**src/rtl/menu_nav_fsm.sv**
```systemverilog
// Menu-navigation controller for the game-select screen.
// Turns debounced button levels into press events (with optional hold-to-repeat
// on up/down), moves the cursor, and tracks MENU / IN-game / LOCK state.
module menu_nav_fsm #(
  parameter int NUM_ITEMS    = 4,
  parameter int IDX_W        = 2,
  parameter bit LOCK_LAST    = 1'b1,
  parameter bit RETURN_HOME  = 1'b0,
  parameter bit ALLOW_BACK   = 1'b1,
  parameter int REPEAT_DELAY = 50000000,
  parameter int REPEAT_RATE  = 10000000
) (
  input  logic             sys_clk,
  input  logic             sys_rst_n,     // active-high despite the name
  input  logic             btn_up,
  input  logic             btn_down,
  input  logic             btn_left,
  input  logic             btn_right,
  input  logic             game_done,
  output logic [IDX_W-1:0] cursor,
  output logic             in_game,
  output logic             locked,
  output logic             enter_pulse,
  output logic             return_pulse,
  output logic [1:0]       state_output
);

  typedef enum logic [1:0] {
    ST_MENU = 2'd0,
    ST_IN   = 2'd1,
    ST_LOCK = 2'd2
  } state_e;

  localparam logic [IDX_W-1:0] LAST_IDX = IDX_W'(NUM_ITEMS - 1);
  localparam int REP_MAX = (REPEAT_DELAY > REPEAT_RATE) ? REPEAT_DELAY : REPEAT_RATE;
  localparam int CNT_W   = (REP_MAX < 2) ? 1 : $clog2(REP_MAX + 1);
  localparam logic [CNT_W-1:0] DELAY_C = CNT_W'(REPEAT_DELAY);
  localparam logic [CNT_W-1:0] RATE_C  = CNT_W'(REPEAT_RATE);

  state_e           state_q, state_d;
  logic [IDX_W-1:0] cursor_q, cursor_d;
  logic             enter_q, enter_d;
  logic             return_q, return_d;

  // Button history: level seen at the previous edge, for rising-edge detection.
  logic up_q, down_q, left_q, right_q;

  // Auto-repeat tracker: one direction at a time (dir 1 = down, 0 = up).
  // phase 0 waits REPEAT_DELAY held cycles, phase 1 steps every REPEAT_RATE.
  logic             rep_active_q, rep_active_d;
  logic             rep_dir_q, rep_dir_d;
  logic             rep_phase_q, rep_phase_d;
  logic [CNT_W-1:0] rep_cnt_q, rep_cnt_d;
  logic             rep_step;

  logic press_up, press_down, press_left, press_right;
  logic step_up, step_down, held_btn;

  assign press_up    = btn_up    & ~up_q;
  assign press_down  = btn_down  & ~down_q;
  assign press_left  = btn_left  & ~left_q;
  assign press_right = btn_right & ~right_q;

  // Hold-to-repeat bookkeeping; only runs while the menu is shown.
  always_comb begin
    // NOTE: every variable gets a default first so no path leaves it unassigned (no latch).
    rep_active_d = rep_active_q;
    rep_dir_d    = rep_dir_q;
    rep_phase_d  = rep_phase_q;
    rep_cnt_d    = rep_cnt_q;
    rep_step     = 1'b0;
    held_btn     = rep_dir_q ? btn_down : btn_up;
    if (state_q != ST_MENU || REPEAT_DELAY == 0) begin
      rep_active_d = 1'b0;
      rep_phase_d  = 1'b0;
      rep_cnt_d    = '0;
    end else if (press_down || press_up) begin
      // A fresh press (re)starts tracking; down wins a simultaneous press.
      rep_active_d = 1'b1;
      rep_dir_d    = press_down;
      rep_phase_d  = 1'b0;
      rep_cnt_d    = CNT_W'(1);
    end else if (rep_active_q && !held_btn) begin
      rep_active_d = 1'b0;
      rep_phase_d  = 1'b0;
      rep_cnt_d    = '0;
    end else if (rep_active_q) begin
      if (rep_cnt_q == (rep_phase_q ? RATE_C : DELAY_C)) begin
        rep_step    = 1'b1;
        rep_phase_d = 1'b1;
        rep_cnt_d   = CNT_W'(1);
      end else begin
        rep_cnt_d = rep_cnt_q + CNT_W'(1);
      end
    end
  end

  assign step_down = press_down | (rep_step &  rep_dir_q);
  assign step_up   = press_up   | (rep_step & ~rep_dir_q);

  // Next-state, cursor and pulse logic; one action per cycle, down > up > right.
  always_comb begin
    state_d  = state_q;
    cursor_d = cursor_q;
    enter_d  = 1'b0;
    return_d = 1'b0;
    unique case (state_q)
      ST_MENU: begin
        if (step_down) begin
          cursor_d = (cursor_q == LAST_IDX) ? '0 : cursor_q + IDX_W'(1);
        end else if (step_up) begin
          cursor_d = (cursor_q == '0) ? LAST_IDX : cursor_q - IDX_W'(1);
        end else if (press_right) begin
          if (LOCK_LAST && cursor_q == LAST_IDX) begin
            state_d = ST_LOCK;
          end else begin
            state_d = ST_IN;
            enter_d = 1'b1;
          end
        end
      end
      ST_IN: begin
        if (game_done || (ALLOW_BACK && press_left)) begin
          state_d  = ST_MENU;
          return_d = 1'b1;
          if (RETURN_HOME) cursor_d = '0;
        end
      end
      ST_LOCK: cursor_d = LAST_IDX;
      default: begin
        state_d  = ST_MENU;
        cursor_d = '0;
      end
    endcase
  end

  // State, outputs, button history and repeat tracker registers.
  always_ff @(posedge sys_clk or posedge sys_rst_n) begin
    if (sys_rst_n) begin
      state_q      <= ST_MENU;
      cursor_q     <= '0;
      enter_q      <= 1'b0;
      return_q     <= 1'b0;
      up_q         <= 1'b0;
      down_q       <= 1'b0;
      left_q       <= 1'b0;
      right_q      <= 1'b0;
      rep_active_q <= 1'b0;
      rep_dir_q    <= 1'b0;
      rep_phase_q  <= 1'b0;
      rep_cnt_q    <= '0;
    end else begin
      // NOTE: non-blocking assignments so every register samples pre-edge values.
      state_q      <= state_d;
      cursor_q     <= cursor_d;
      enter_q      <= enter_d;
      return_q     <= return_d;
      up_q         <= btn_up;
      down_q       <= btn_down;
      left_q       <= btn_left;
      right_q      <= btn_right;
      rep_active_q <= rep_active_d;
      rep_dir_q    <= rep_dir_d;
      rep_phase_q  <= rep_phase_d;
      rep_cnt_q    <= rep_cnt_d;
    end
  end

  assign cursor       = cursor_q;
  assign in_game      = (state_q == ST_IN);
  assign locked       = (state_q == ST_LOCK);
  assign enter_pulse  = enter_q;
  assign return_pulse = return_q;
  assign state_output = state_q;

endmodule

```
**config.mk**
```make
export PLATFORM = sky130hd
export DESIGN_NAME = menu_nav_fsm
export DESIGN_NICKNAME = d
export VERILOG_FILES = /design/src/rtl/menu_nav_fsm.sv
export SDC_FILE = /design/constraint.sdc
export NUM_CORES = 1
export LEC_CHECK = 0
export BUFFER_PORTS_ARGS = -buffer_cell sky130_fd_sc_hd__buf_4
export CAP_MARGIN = 20
export CORE_ASPECT_RATIO = 1.1
export CORE_UTILIZATION = 53
export DETAILED_ROUTE_END_ITERATION = 10
export GPL_ROUTABILITY_DRIVEN = 0
export PLACE_DENSITY = 0.74
export SLEW_MARGIN = 20
export SYNTH_ARGS = -nofsm -noshare
export SYNTH_HDL_FRONTEND = slang
export SYNTH_SLANG_ARGS = --single-unit
```
**constraint.sdc**
```tcl
create_clock -name sys_clk -period 2.67 [get_ports sys_clk]
set_clock_uncertainty 0.1 [all_clocks]
set_input_delay 0.1335 -clock sys_clk [delete_from_list [all_inputs] [get_ports sys_clk]]
set_output_delay 0.1335 -clock sys_clk [all_outputs]
set_load 0.01 [all_outputs]
```
==> After elaboration in Yosys (flattened, before gate mapping) <==
Index checks and enable logic that the tools add are counted.
{ "word_totals": {"ff_bits": 39, "out_inout_bits": 8, "wordCells": 92} }
{ "classes": {"addsub": 3, "eq_ne": 9, "n_mux": 38, "n_bitwise": 16, "n_reduce_logical": 14} }
{ "op_table": {"columns": ["cell", "n"], "rows": [
  ["$mux W26", 6],
  ["$add A26 B1 Y26 const B", 1],
  ["$eq A26 B26 Y1", 1],
  ["$mux W1", 21],
  ["$mux W2", 9],
  ["$pmux W2 S3", 2],
  ["$not A1 Y1", 8],
  ["$reduce_bool A4 Y1", 2],
  ["$and A1 B1 Y1", 6],
  ["$ne A2 B2 Y1 const B", 3],
  ["$reduce_and A2 Y1", 3],
  ["$reduce_and A5 Y1", 1],
  ["$eq A2 B2 Y1 const B", 2],
  ["$logic_not A2 Y1", 2],
  ["$ne A3 B3 Y1 const B", 1],
  ["$reduce_bool A3 Y1", 1],
  ["$add A2 B1 Y2 const B", 1],
  ["$eq A2 B1 Y1 const B", 1],
  ["$logic_or A1 B1 Y1", 2],
  ["$ne A2 B1 Y1 const B", 1],
  ["$or A1 B1 Y1", 2],
  ["$reduce_bool A2 Y1", 1],
  ["$sub A2 B1 Y2 const B", 1],
  ["$logic_and A1 B1 Y1", 1],
  ["$logic_not A1 Y1", 1]
]} }

==> Logic depth before layout (Yosys ltp) <==
Gate-level depths: netlist of the first run.
{ "depth": {"ltp_word": 12, "depth_mapped": 8, "ltp_nobuf": 8} }

==> Worst setup path after synthesis of the first run <==
OpenSTA, ideal clock, no wires.
{ "synth_path": {"kind": "register to register", "start": "reg rep_cnt_q[17]", "end": "reg cursor_q[0] (netlist: cursor[0])", "arrival_ps": 2332, "required_time_ps": 2446, "path_slack_ps": 114, "path_stages_with_launch": 7, "path_buffers": 0, "synth_period_minus_slack_ps": 2556, "cell_sequence": "dfrtp_1 > or4b_1 > or4b_4 > a2111o_1 > a21oi_2 > nor3_1 > a211o_1"} }
{ "synth_between": {"elab_chain_cells": 10, "elab_cells_between_ends": 14, "classes_between": "eq/ne (2); mux (7); bitwise (4); reduce/logical (1)"} }
{ "synth_rtl": {"columns": ["item", "line_no", "rtl"], "rows": [
  ["start: declaration", "53", "logic [CNT_W-1:0] rep_cnt_q, rep_cnt_d;"],
  ["start signal: assignment", "165", "rep_cnt_q <= rep_cnt_d;"],
  ["$eq A26 B26 Y1 *", "88", "if (rep_cnt_q == (rep_phase_q ? RATE_C : DELAY_C)) begin"],
  ["$mux W1 *", "88", null],
  ["$mux W1 *", "87", "end else if (rep_active_q) begin"],
  ["$mux W1 *", "83", "end else if (rep_active_q && !held_btn) begin"],
  ["$mux W1 *", "77", "end else if (press_down || press_up) begin"],
  ["$mux W1 *", "73", "if (state_q != ST_MENU || REPEAT_DELAY == 0) begin"],
  ["$and A1 B1 Y1 (on tied branches)", "98, 99", null],
  ["$or A1 B1 Y1 (on tied branches)", "98, 99", null],
  ["$mux W2 / $ne A3 B3 Y1 (equally long branches)", null, null],
  ["$pmux W2 S3 / $reduce_and A2 Y1 (equally long branches)", null, null],
  ["end signal: assignment", "155", "cursor_q <= cursor_d;"],
  ["end: declaration", "41", "logic [IDX_W-1:0] cursor_q, cursor_d;"]
]} }
Mark *: on every way between the ends. The rest lies on a longest branch, timed or not.
A chain may end at the register's enable or synchronous reset.

==> Worst setup path after layout of the first run <==
{ "layout_path": {"start": "reg rep_cnt_q[13]", "end": "reg cursor_q[0] (netlist: cursor[0])"} }
Same word-level chain as after synthesis.

==> run metrics, run 1 <==
worst max-slew margin expressed relative to the limit between 50% and 60%; CTS H-Tree Depth 2; initial cell density of the core between 50 and 60%; post-synth cell types 45; first-pass detailed-route iteration total 4; Die X-Extent 61.0 µm; Worst Tran Pin Value 0.634 ns; post-synthesis sequential area ratio approximately half; GRT met1 Usage approximately 28%; Post-synth top flop dfrtp_1; Setup violations, final 0; data arrival time at the worst-slack endpoint between 2 and 3 ns; number of cell rows 23; Async SR Flop Fraction 100%; DRC 0; required time at the worst-slack endpoint 2.74 ns; number of standard cells after synthesis 203; setup repair after global routing missed its margin yes; worst supply voltage drop on vdd 0.544 mV; shortest period the worst path allows 2.64 ns; delay of the slowest critical-path stage 0.54 ns; status complete, no violations; DRC violation total after the first TritonRoute iteration 56; number of fill cells a little over 300; number of maximum-capacitance constraint violations 0; Leak 1.08 nW; most area-consuming cells after synthesis dfrtp_1, xor2_1, nor2_1; number of buffers on the longest clock path 2; crit path setup slack, layout approximately 0.033 ns; Global Route Usage Sum 24.5%; Hold Violations, Final 0; clock tree sinks 39; ratio of cells with drive above 1 in the final layout a little under a fifth; startpoint-to-endpoint class of the critical path reg2reg; height of the die 66.9 µm; number of buffers created by CTS 5; layout-stage area growth over the synthesis result 18.8%; accumulated negative setup slack 0 ns; ordered cell list for the critical path or4b_1, or4b_4, a2111o_1, a21oi_2, nor3_2, a211o_1; per-instance average area after synthesis about 10 µm²; die outline area 4080 µm²; global-route wire length before repair 7130 µm; vias in the first global route between 1,500 and 2,000; dpl hpwl 3010 µm; warning count from the yosys run 0; top cell type's share of synthesized area between 40% and 50%; number of flops mapped to enable cells by yosys 0; mapped cell area 2030 µm²; synthesized net count 214; Placed Area 2250 µm²; Placement Setup Slack -0.0612 ns; pin count of the biggest net entering global routing 40; standard cell with the maximum stage delay on the critical path or4b_1; clock latency on the worst-skew pair 0.29 ns; type of the worst min-delay path in2reg; Yosys top cell by area dfrtp_1; IO Pins 15; CTS tree yes; number of antenna violations at the first check in global routing 0; met3 usage 6.80%; wire per inst ~15 µm; largest fanout on the critical path 3; met2 layer usage reported by global route 43.0%; startpoint type of the worst setup path flip-flop; portion of the clock cycle consumed by the worst path in the final layout 98.8%; routed wire length 4230 µm; Antenna Cells 0; count of buffers inserted at the top-level ports 14; Critical Path Sink Type flip-flop; total global routing overflow 0; timing-limited maximum frequency ~380 MHz; area of all placed cells without fillers 2410 µm²; total count of max-transition violations in the final report 0; vias 1,562; power density cells 726 nW/µm²; via-per-instance ratio 5.42; area of the core 3650 µm²; GRT busiest layer met2; clock-pin slew on the worst setup and hold paths 0.08 ns; post-route ant nets 0; root buffer cell clkbuf_8; final layout net count 248; flop and latch count out of synthesis 39
==> area by class of cell <==
type / count / area [µm²] / share of cell area (%)
well taps: 50 / 62.6 / 2.60
repair buffers: 31 / 248 / 10.3
flip-flops and latches: 39 / 976 / 40.5
multi-input cells: 151 / 1000 / 41.7
clock buffers: 5 / 68.8 / 2.86
inverters: 9 / 33.8 / 1.40
clock inverters: 3 / 15.0 / 0.623
==> metrics by stage <==
stage          hold WS [ns]  util, %  total power [mW]  cells
3_5_place_dp          0.154     61.6              1.36    273
3_3_place_gp          0.153     61.6              1.34    273
2_1_floorplan        0.0649        -              1.15    203
5_1_grt               0.405     65.9              1.86    288
6_report              0.403     65.9              1.75    288
4_1_cts               0.389     65.8              1.75    288
==> cell usage in the layout (no fill, tap or decap), types with 6 or more instances in the layout <==
| cell | instances |
|---|---|
| inv_1 | 9 |
| nand4_1 | 8 |
| xnor2_1 | 6 |
| dfrtp_1 | 39 |
| xor2_1 | 19 |
| nor2_1 | 36 |
| nand2_1 | 14 |
| dlygate4sd3_1 | 6 |
| nand3_1 | 10 |
| buf_4 | 25 |
==> cells in the mapped netlist, types with 2 or more instances <==
master   instances
nor4_1           2
and2_1           2
buf_2            2
nand2_1         14
nor2_1          37
nor3_1           2
or3_1            2
a21oi_1          5
xor2_1          19
and4_1           2
inv_1            9
dfrtp_1         39
a22o_1           2
a21oi_2          2
nand3_1         10
ha_1             4
nand4_1          8
xnor2_1          6
nor2b_1          5
a211o_1          3
nor4b_1          4
==> path summary, 6_finish.rpt <==
kind | from | endpoint | slack, ns | depth (start not counted)
max | rep_cnt_q[13]$_DFFE_PP0P_ | cursor[0]$_DFFE_PP0P_ | 0.03 | 6
min | btn_left | left_q$_DFF_PP0_ | 0.40 | 2
max reg2reg | rep_cnt_q[13]$_DFFE_PP0P_ | cursor[0]$_DFFE_PP0P_ | 0.03 | 6
min reg2reg | rep_phase_q$_DFFE_PP0P_ | rep_phase_q$_DFFE_PP0P_ | 0.44 | 1
max in group asynchronous | sys_rst_n | rep_phase_q$_DFFE_PP0P_ | 1.71 | 4
min in group asynchronous | sys_rst_n | return_pulse$_DFF_PP0_ | 0.41 | 4
==> layer usage <==
layer | vias up | wire [µm]
met4 | 0 | 73
met1 | 756 | 1740
met3 | 10 | 145
met2 | 27 | 2270
li1 | 769 | -
met5 | - | 0
==> where the power goes <==
| part | total [mW] | internal (mW) | leakage [nW] | switching [mW] |
|---|---|---|---|---|
| sequential | 0.745 | 0.667 | 0.522 | 0.0788 |
| clock | 0.377 | 0.178 | 0.0477 | 0.199 |
| combinational | 0.626 | 0.282 | 0.509 | 0.343 |
==> logic make-up after synthesis <==
| family | share of synthesized area, % |
|---|---|
| flip-flops | 48.1 |
| adder cells (fa/ha/maj) | 2.47 |
| AO/OA/AOI/OAI | 8.21 |
| multiplexers | 1.05 |
| AND/OR/NAND/NOR | 26.7 |
| buffers and inverters | 2.71 |
| XOR/XNOR | 10.8 |
==> what timing repair did <==
action / in CTS / in global routing
endpoints found under the hold margin: 44 / 0
hold buffers: 6 / 0
resized for setup: 1 / 1
buffers inserted: 1 / 0
setup endpoints to repair: 1 / 2
pin swaps: 6 / 1
==> flip-flops by register name (all words and copies together), names as in the netlist <==
signal        flops
return_pulse      1
rep_dir_q         1
up_q              1
down_q            1
rep_active_q      1
cursor            2
state_output      2
right_q           1
rep_cnt_q        26
enter_pulse       1
left_q            1
rep_phase_q       1
==> critical path: cells and delay by family (launching register included) <==
kind,cells,cell delay (ns)
simple gates,3,1.13
compound gates,3,0.92
flops,1,0.38
Note: power is estimated with default switching activity, not from simulation.
==> run 2, diff against run 1 <==
--- a/config.mk
+++ b/config.mk
@@ -8,10 +8,10 @@
 export BUFFER_PORTS_ARGS = -buffer_cell sky130_fd_sc_hd__buf_4
 export CAP_MARGIN = 20
 export CORE_ASPECT_RATIO = 1.1
-export CORE_UTILIZATION = 53
+export CORE_UTILIZATION = 30
 export DETAILED_ROUTE_END_ITERATION = 10
 export GPL_ROUTABILITY_DRIVEN = 0
-export PLACE_DENSITY = 0.74
+export RECOVER_POWER = 25
 export SLEW_MARGIN = 20
 export SYNTH_ARGS = -nofsm -noshare
 export SYNTH_HDL_FRONTEND = slang
==> run 2 against run 1 <==
Against the previous run:
- final area is 1.1% higher
- via count is 1.2% lower
- total power hardly changed
- setup slack better by 0.028 ns
- combinational power is 6.7% lower
- sequential share of layout area is 0.44 points lower
- critical path depth stayed put
- core utilization is 29 points lower
- count of clock-buffer cells in the layout is 1 higher
==> run metrics, run 2 (synthesized netlist as in run 1, its figures left out) <==
status complete, no violations; vias 1,544; max FFs per register 26; crit path buf inv count 0; total global routing overflow 0; Setup violations, final 0; final layout net count about 250; number of cell rows 31; number of post-CTS setup repair buffers 0; height of the die 88.2 µm; count of buffers inserted at the top-level ports 14; shortest period the worst path allows 2.61 ns; Hold Violations, Final 0; number of maximum-capacitance constraint violations 0; delay of the slowest critical-path stage 0.53 ns; vias in the first global route 1,503; Global Route Usage Sum between 10% and 20%; layout-stage area growth over the synthesis result 20.0%; DRC violation total after the first TritonRoute iteration 58; most flop-heavy register rep_cnt_q; IO Pins 15; Antenna Cells 0; FF-to-FF path depth 6; accumulated negative setup slack 0 ns; area of the core 6560 µm²; routed wire length ~4200 µm; wire per inst 13.1 µm; type of the worst min-delay path in2async; setup repair after global routing missed its margin yes; clock-pin slew on the worst setup and hold paths 0.08 ns; number of buffers on the longest clock path 2; flop2flop setup slack 0.06 ns; family with the most delay on the worst path simple AND/OR/NAND/NOR gates; global-route wire length before repair 7180 µm; dpl hpwl between 3000 and 4000 µm; startpoint-to-endpoint class of the critical path reg2reg; first-pass detailed-route iteration total 4; leading cell types in the layout, fill and taps excluded dfrtp_1, nor2_1, xor2_1; standard cell with the maximum stage delay on the critical path or4b_4; ordered cell list for the critical path or4b_1, or4b_4, a2111oi_4, nor2_2, a22o_1, a211o_1; Leak 1.06 nW; power density cells 717 nW/µm²; most common library cell in the layout ignoring fill and taps dfrtp_1; post-route ant nets 0; root buffer cell clkbuf_8; timing-limited maximum frequency 383 MHz; Worst Tran Pin Value 0.613 ns; Critical Path Sink Type flip-flop; worst supply voltage drop on vdd 0.376 mV; DRC 0; CTS H-Tree Depth 2; pin count of the biggest net entering global routing 24; worst hold slack 0.367 ns; die outline area 7090 µm²; CTS tree yes; via-per-instance ratio 4.84; clock latency on the worst-skew pair a little under 0.3 ns; portion of the clock cycle consumed by the worst path in the final layout 97.7%; Critical R2R Launch rep_cnt_q[17]$_DFFE_PP0P_; ratio of cells with drive above 1 in the final layout 16.0%; total count of max-transition violations in the final report 0; number of antenna violations at the first check in global routing 0; startpoint type of the worst setup path flip-flop; largest fanout on the critical path 3; clock tree sinks 39; number of buffers created by CTS 5; worst max-slew margin expressed relative to the limit 59.1%; required time at the worst-slack endpoint 2.75 ns; data arrival time at the worst-slack endpoint 2.69 ns; area of all placed cells without fillers 2430 µm²; Placed Area 2300 µm²; Die X-Extent ~80 µm; endpoint of the worst-slack reg-to-reg timing path cursor[0]$_DFFE_PP0P_; initial cell density of the core 30.9%
run 2: cell types whose count changed in the layout (fill, tap and decap cells not counted), sizes merged:
cell | before | now
clkbuf | 5 | 14
buf | 25 | 17
clkinv | 3 | 1
run 2: final cells by class:
type	instances	area [µm²]
Clock inverter	1	5.00
Inverter	9	33.8
Fill cell	639	4120
Clock buffer	6	82.6
Timing Repair Buffer	31	229
Multi-Input combinational cell	151	1010
Sequential cell	39	976
Tap cell	82	103
run 2: repair_timing:
item                       CTS  global route
setup endpoints to repair    0             6
hold buffers                 6             0
resized for setup            0             3
hold endpoints to repair    21             0
run 2: worst max-delay path by stage:
stage / startpoint / endpoint / slack, ns / cells past startpoint
2_1_floorplan: rep_cnt_q[17]$_DFFE_PP0P_ / cursor[0]$_DFFE_PP0P_ / 0.11 / 6
3_3_place_gp: rep_cnt_q[22]$_DFFE_PP0P_ / cursor[0]$_DFFE_PP0P_ / 0.08 / 6
3_5_place_dp: rep_cnt_q[22]$_DFFE_PP0P_ / cursor[0]$_DFFE_PP0P_ / 0.02 / 6
4_1_cts: rep_cnt_q[22]$_DFFE_PP0P_ / cursor[0]$_DFFE_PP0P_ / 0.02 / 6
5_1_grt: rep_cnt_q[17]$_DFFE_PP0P_ / cursor[0]$_DFFE_PP0P_ / -0.004 / 6
6_report: rep_cnt_q[17]$_DFFE_PP0P_ / cursor[0]$_DFFE_PP0P_ / 0.06 / 6
run 2: through the flow:
stage,power (mW),worst slack [ns],cells,utilization (%)
after floorplan,1.15,0.114,203,-
after global placement,1.35,0.0818,306,35.0
final,1.75,0.0613,319,37.1
after detailed placement,1.36,0.0213,306,35.0
after CTS,1.78,0.0230,319,37.3
after global routing,1.86,-0.00391,319,37.1
run 2: routing by layer:
metal  wire length (µm)  global-route usage (%)
met5                  0                       0
met4                 97                    5.84
met3                122                    2.58
met2               1960                    20.9
met1               1990                    17.6
run 2: power breakdown:
part | internal [mW] | switching (mW) | total, mW
clock network | 0.203 | 0.206 | 0.409
registers | 0.666 | 0.0875 | 0.754
logic | 0.258 | 0.326 | 0.584
run 2: worst register-to-register path, cell delays in order (launching register included):
cell and delay (ns):
dfrtp_1 0.37, or4b_1 0.52, or4b_4 0.53, a2111oi_4 0.40, nor2_2 0.08, a22o_1 0.23, a211o_1 0.26
==> run 3, diff against run 2 <==
--- a/config.mk
+++ b/config.mk
@@ -11,6 +11,7 @@
 export CORE_UTILIZATION = 30
 export DETAILED_ROUTE_END_ITERATION = 10
 export GPL_ROUTABILITY_DRIVEN = 0
+export GPL_TIMING_DRIVEN = 0
 export RECOVER_POWER = 25
 export SLEW_MARGIN = 20
 export SYNTH_ARGS = -nofsm -noshare
==> run 3 against run 2 <==
Against the previous run:
- the flow now finishes with violations (setup timing)
- flip-flop and latch count is the same
- combinational power is 9.4% higher
- critical path type unchanged
- critical endpoint unchanged
- largest cell class unchanged
- core utilization up 0.97 points
- largest power group unchanged
- final area rose by 2.6%
- wire length grew 0.98%
- sequential power is 2% lower
- first-iteration DRC count grew 10%
- final cell count fell by 0.31%
- via count increased by 0.71%
- critical path depth stayed put
- die area is the same
- non-clock buffer count shrank 2
==> run metrics, run 3 (synthesized netlist as in run 1, its figures left out) <==
status finished, violations left; violated checks setup timing; via-per-instance ratio 4.89; total net switching power 0.634 mW; Worst Tran Pin Value ~1.2 ns; number of fill cells 652; first-pass detailed-route iteration total 4; global-route wire length before repair 7190 µm; CTS tree yes; Antenna Cells 0; portion of the clock cycle consumed by the worst path in the final layout 100%; wire per inst roughly 13 µm; crit path setup slack, layout -0.00670 ns; Critical Path Sink Type flip-flop; type of the worst min-delay path in2async; dpl hpwl 3000 µm; total global routing overflow 0; leading cell types in the layout, fill and taps excluded dfrtp_1, nor2_1, xor2_1; max FFs per register 26; number of cell rows 31; clock network fraction of design power 29.8%; clock latency on the worst-skew pair 0.29 ns; initial cell density of the core 30.9%; root buffer cell clkbuf_8; worst supply voltage drop on vdd a little over 0.4 mV; total count of max-transition violations in the final report 0; Global Route Usage Sum 13.2%; most common library cell in the layout ignoring fill and taps dfrtp_1; data arrival time at the worst-slack endpoint ~2.8 ns; most flop-heavy register rep_cnt_q; accumulated negative setup slack -0.00670 ns; number of buffers on the longest clock path 2; switching part of the total 32.3%; timing-limited maximum frequency 374 MHz; startpoint-to-endpoint class of the critical path reg2reg; clock tree sinks 39; area of the core 6560 µm²; relative contribution of combinational cells to total power 32.6%; number of buffers created by CTS 5; Die X-Extent about 80 µm; number of standard cells in the final layout excluding fillers 318; vias in the first global route 1,532; Leak around 1.1 nW; Setup violations, final 1; largest fanout on the critical path 3; shortest period the worst path allows 2.68 ns; DRC violation total after the first TritonRoute iteration 64; DRC 0; Int Power 1.33 mW; setup repair after global routing missed its margin yes; die outline area 7090 µm²; layout-stage area growth over the synthesis result 23.2%; height of the die 88.2 µm; vias between 1,500 and 2,000; ratio of cells with drive above 1 in the final layout 16.1%; count of buffers inserted at the top-level ports 14; routed wire length approximately 4200 µm; Hold Violations, Final 0; clock-pin slew on the worst setup and hold paths 0.08 ns; final layout net count 246; pin count of the biggest net entering global routing 28; IO Pins 15; post-route ant nets 0; power density cells 786 nW/µm²; startpoint type of the worst setup path flip-flop; CTS H-Tree Depth 2; number of maximum-capacitance constraint violations 0; number of antenna violations at the first check in global routing 0; required time at the worst-slack endpoint 2.75 ns; number of placed instances with taps included 300; proportion of power drawn by flip-flops and latches 37.6%; worst max-slew margin expressed relative to the limit 18.2%
run 3: changes by cell type in the layout (fill, tap and decap cells not counted), sizes merged:
cell,delta
clkbuf,-4
bufinv,+2
clkinv,-1
clkinvlp,+1
dlymetal6s4s,+1
run 3: cell type report:
type,instances,area [µm²],share of cell area [%]
tap,82,103,4.11
timing repair buffer,25,204,8.16
inverter,9,33.8,1.35
clock buffer,5,68.8,2.75
buffer,4,26.3,1.05
clock inverter,3,67.6,2.70
multi-input combinational,151,1020,40.8
sequential,39,976,39.1
run 3: per-layer routing:
| layer | part of all wire, % | global-route usage [%] | vias to the layer above |
|---|---|---|---|
| met5 | 0 | 0 | - |
| met4 | 1.7 | 4.22 | 0 |
| met3 | 2.9 | 3.40 | 6 |
| met2 | 49 | 21.3 | 24 |
| met1 | 46 | 17.3 | 757 |
| li1 | - | - | 768 |
run 3: per-stage QoR:
stage	hold slack, ns	utilization [%]	instance area [µm²]	power (mW)	worst slack, ns
after floorplan	0.0649	-	2030	1.15	0.114
after global placement	0.151	34.1	2240	1.33	-0.0744
after detailed placement	0.00997	34.4	2260	1.33	-0.0785
after CTS	0.235	37.8	2470	1.96	0.000663
after global routing	0.368	38.1	2500	2.09	-0.0645
final	0.317	38.1	2500	1.96	-0.00670
run 3: power by group through the flow:
stage | Combinational [mW] | Clock (mW) | Sequential, mW
2_1_floorplan | 0.397 | 0 | 0.749
3_3_place_gp | 0.578 | 0 | 0.749
3_5_place_dp | 0.583 | 0 | 0.750
4_1_cts | 0.615 | 0.606 | 0.738
5_1_grt | 0.714 | 0.627 | 0.750
6_report | 0.639 | 0.585 | 0.739
run 3: what timing repair did:
action	CTS	global route
setup buffers	2	2
resized for setup	1	6
setup endpoints to repair	21	27
hold buffers	6	0
pin swaps	3	1
hold endpoints to repair	44	0
run 3: final timing paths:
| kind | cells past startpoint | endpoint | start | slack [ns] |
|---|---|---|---|---|
| min reg2reg | 1 | rep_phase_q$_DFFE_PP0P_ | rep_phase_q$_DFFE_PP0P_ | 0.44 |
| max | 6 | cursor[0]$_DFFE_PP0P_ | rep_cnt_q[22]$_DFFE_PP0P_ | -0.007 |
| max reg2reg | 6 | cursor[0]$_DFFE_PP0P_ | rep_cnt_q[22]$_DFFE_PP0P_ | -0.007 |
| min in group sys_clk | 2 | down_q$_DFF_PP0_ | btn_down | 0.42 |
| max in group asynchronous | 4 | rep_cnt_q[0]$_DFFE_PP0P_ | sys_rst_n | 0.55 |
| min | 3 | right_q$_DFF_PP0_ | sys_rst_n | 0.32 |
run 3: worst max-delay path, stage by stage, from the launching register on:
cell	delay, ns
dfrtp_1	0.43
or4b_1	0.53
or4b_4	0.53
a2111o_1	0.49
a21oi_2	0.17
nor3_1	0.06
a211o_1	0.26
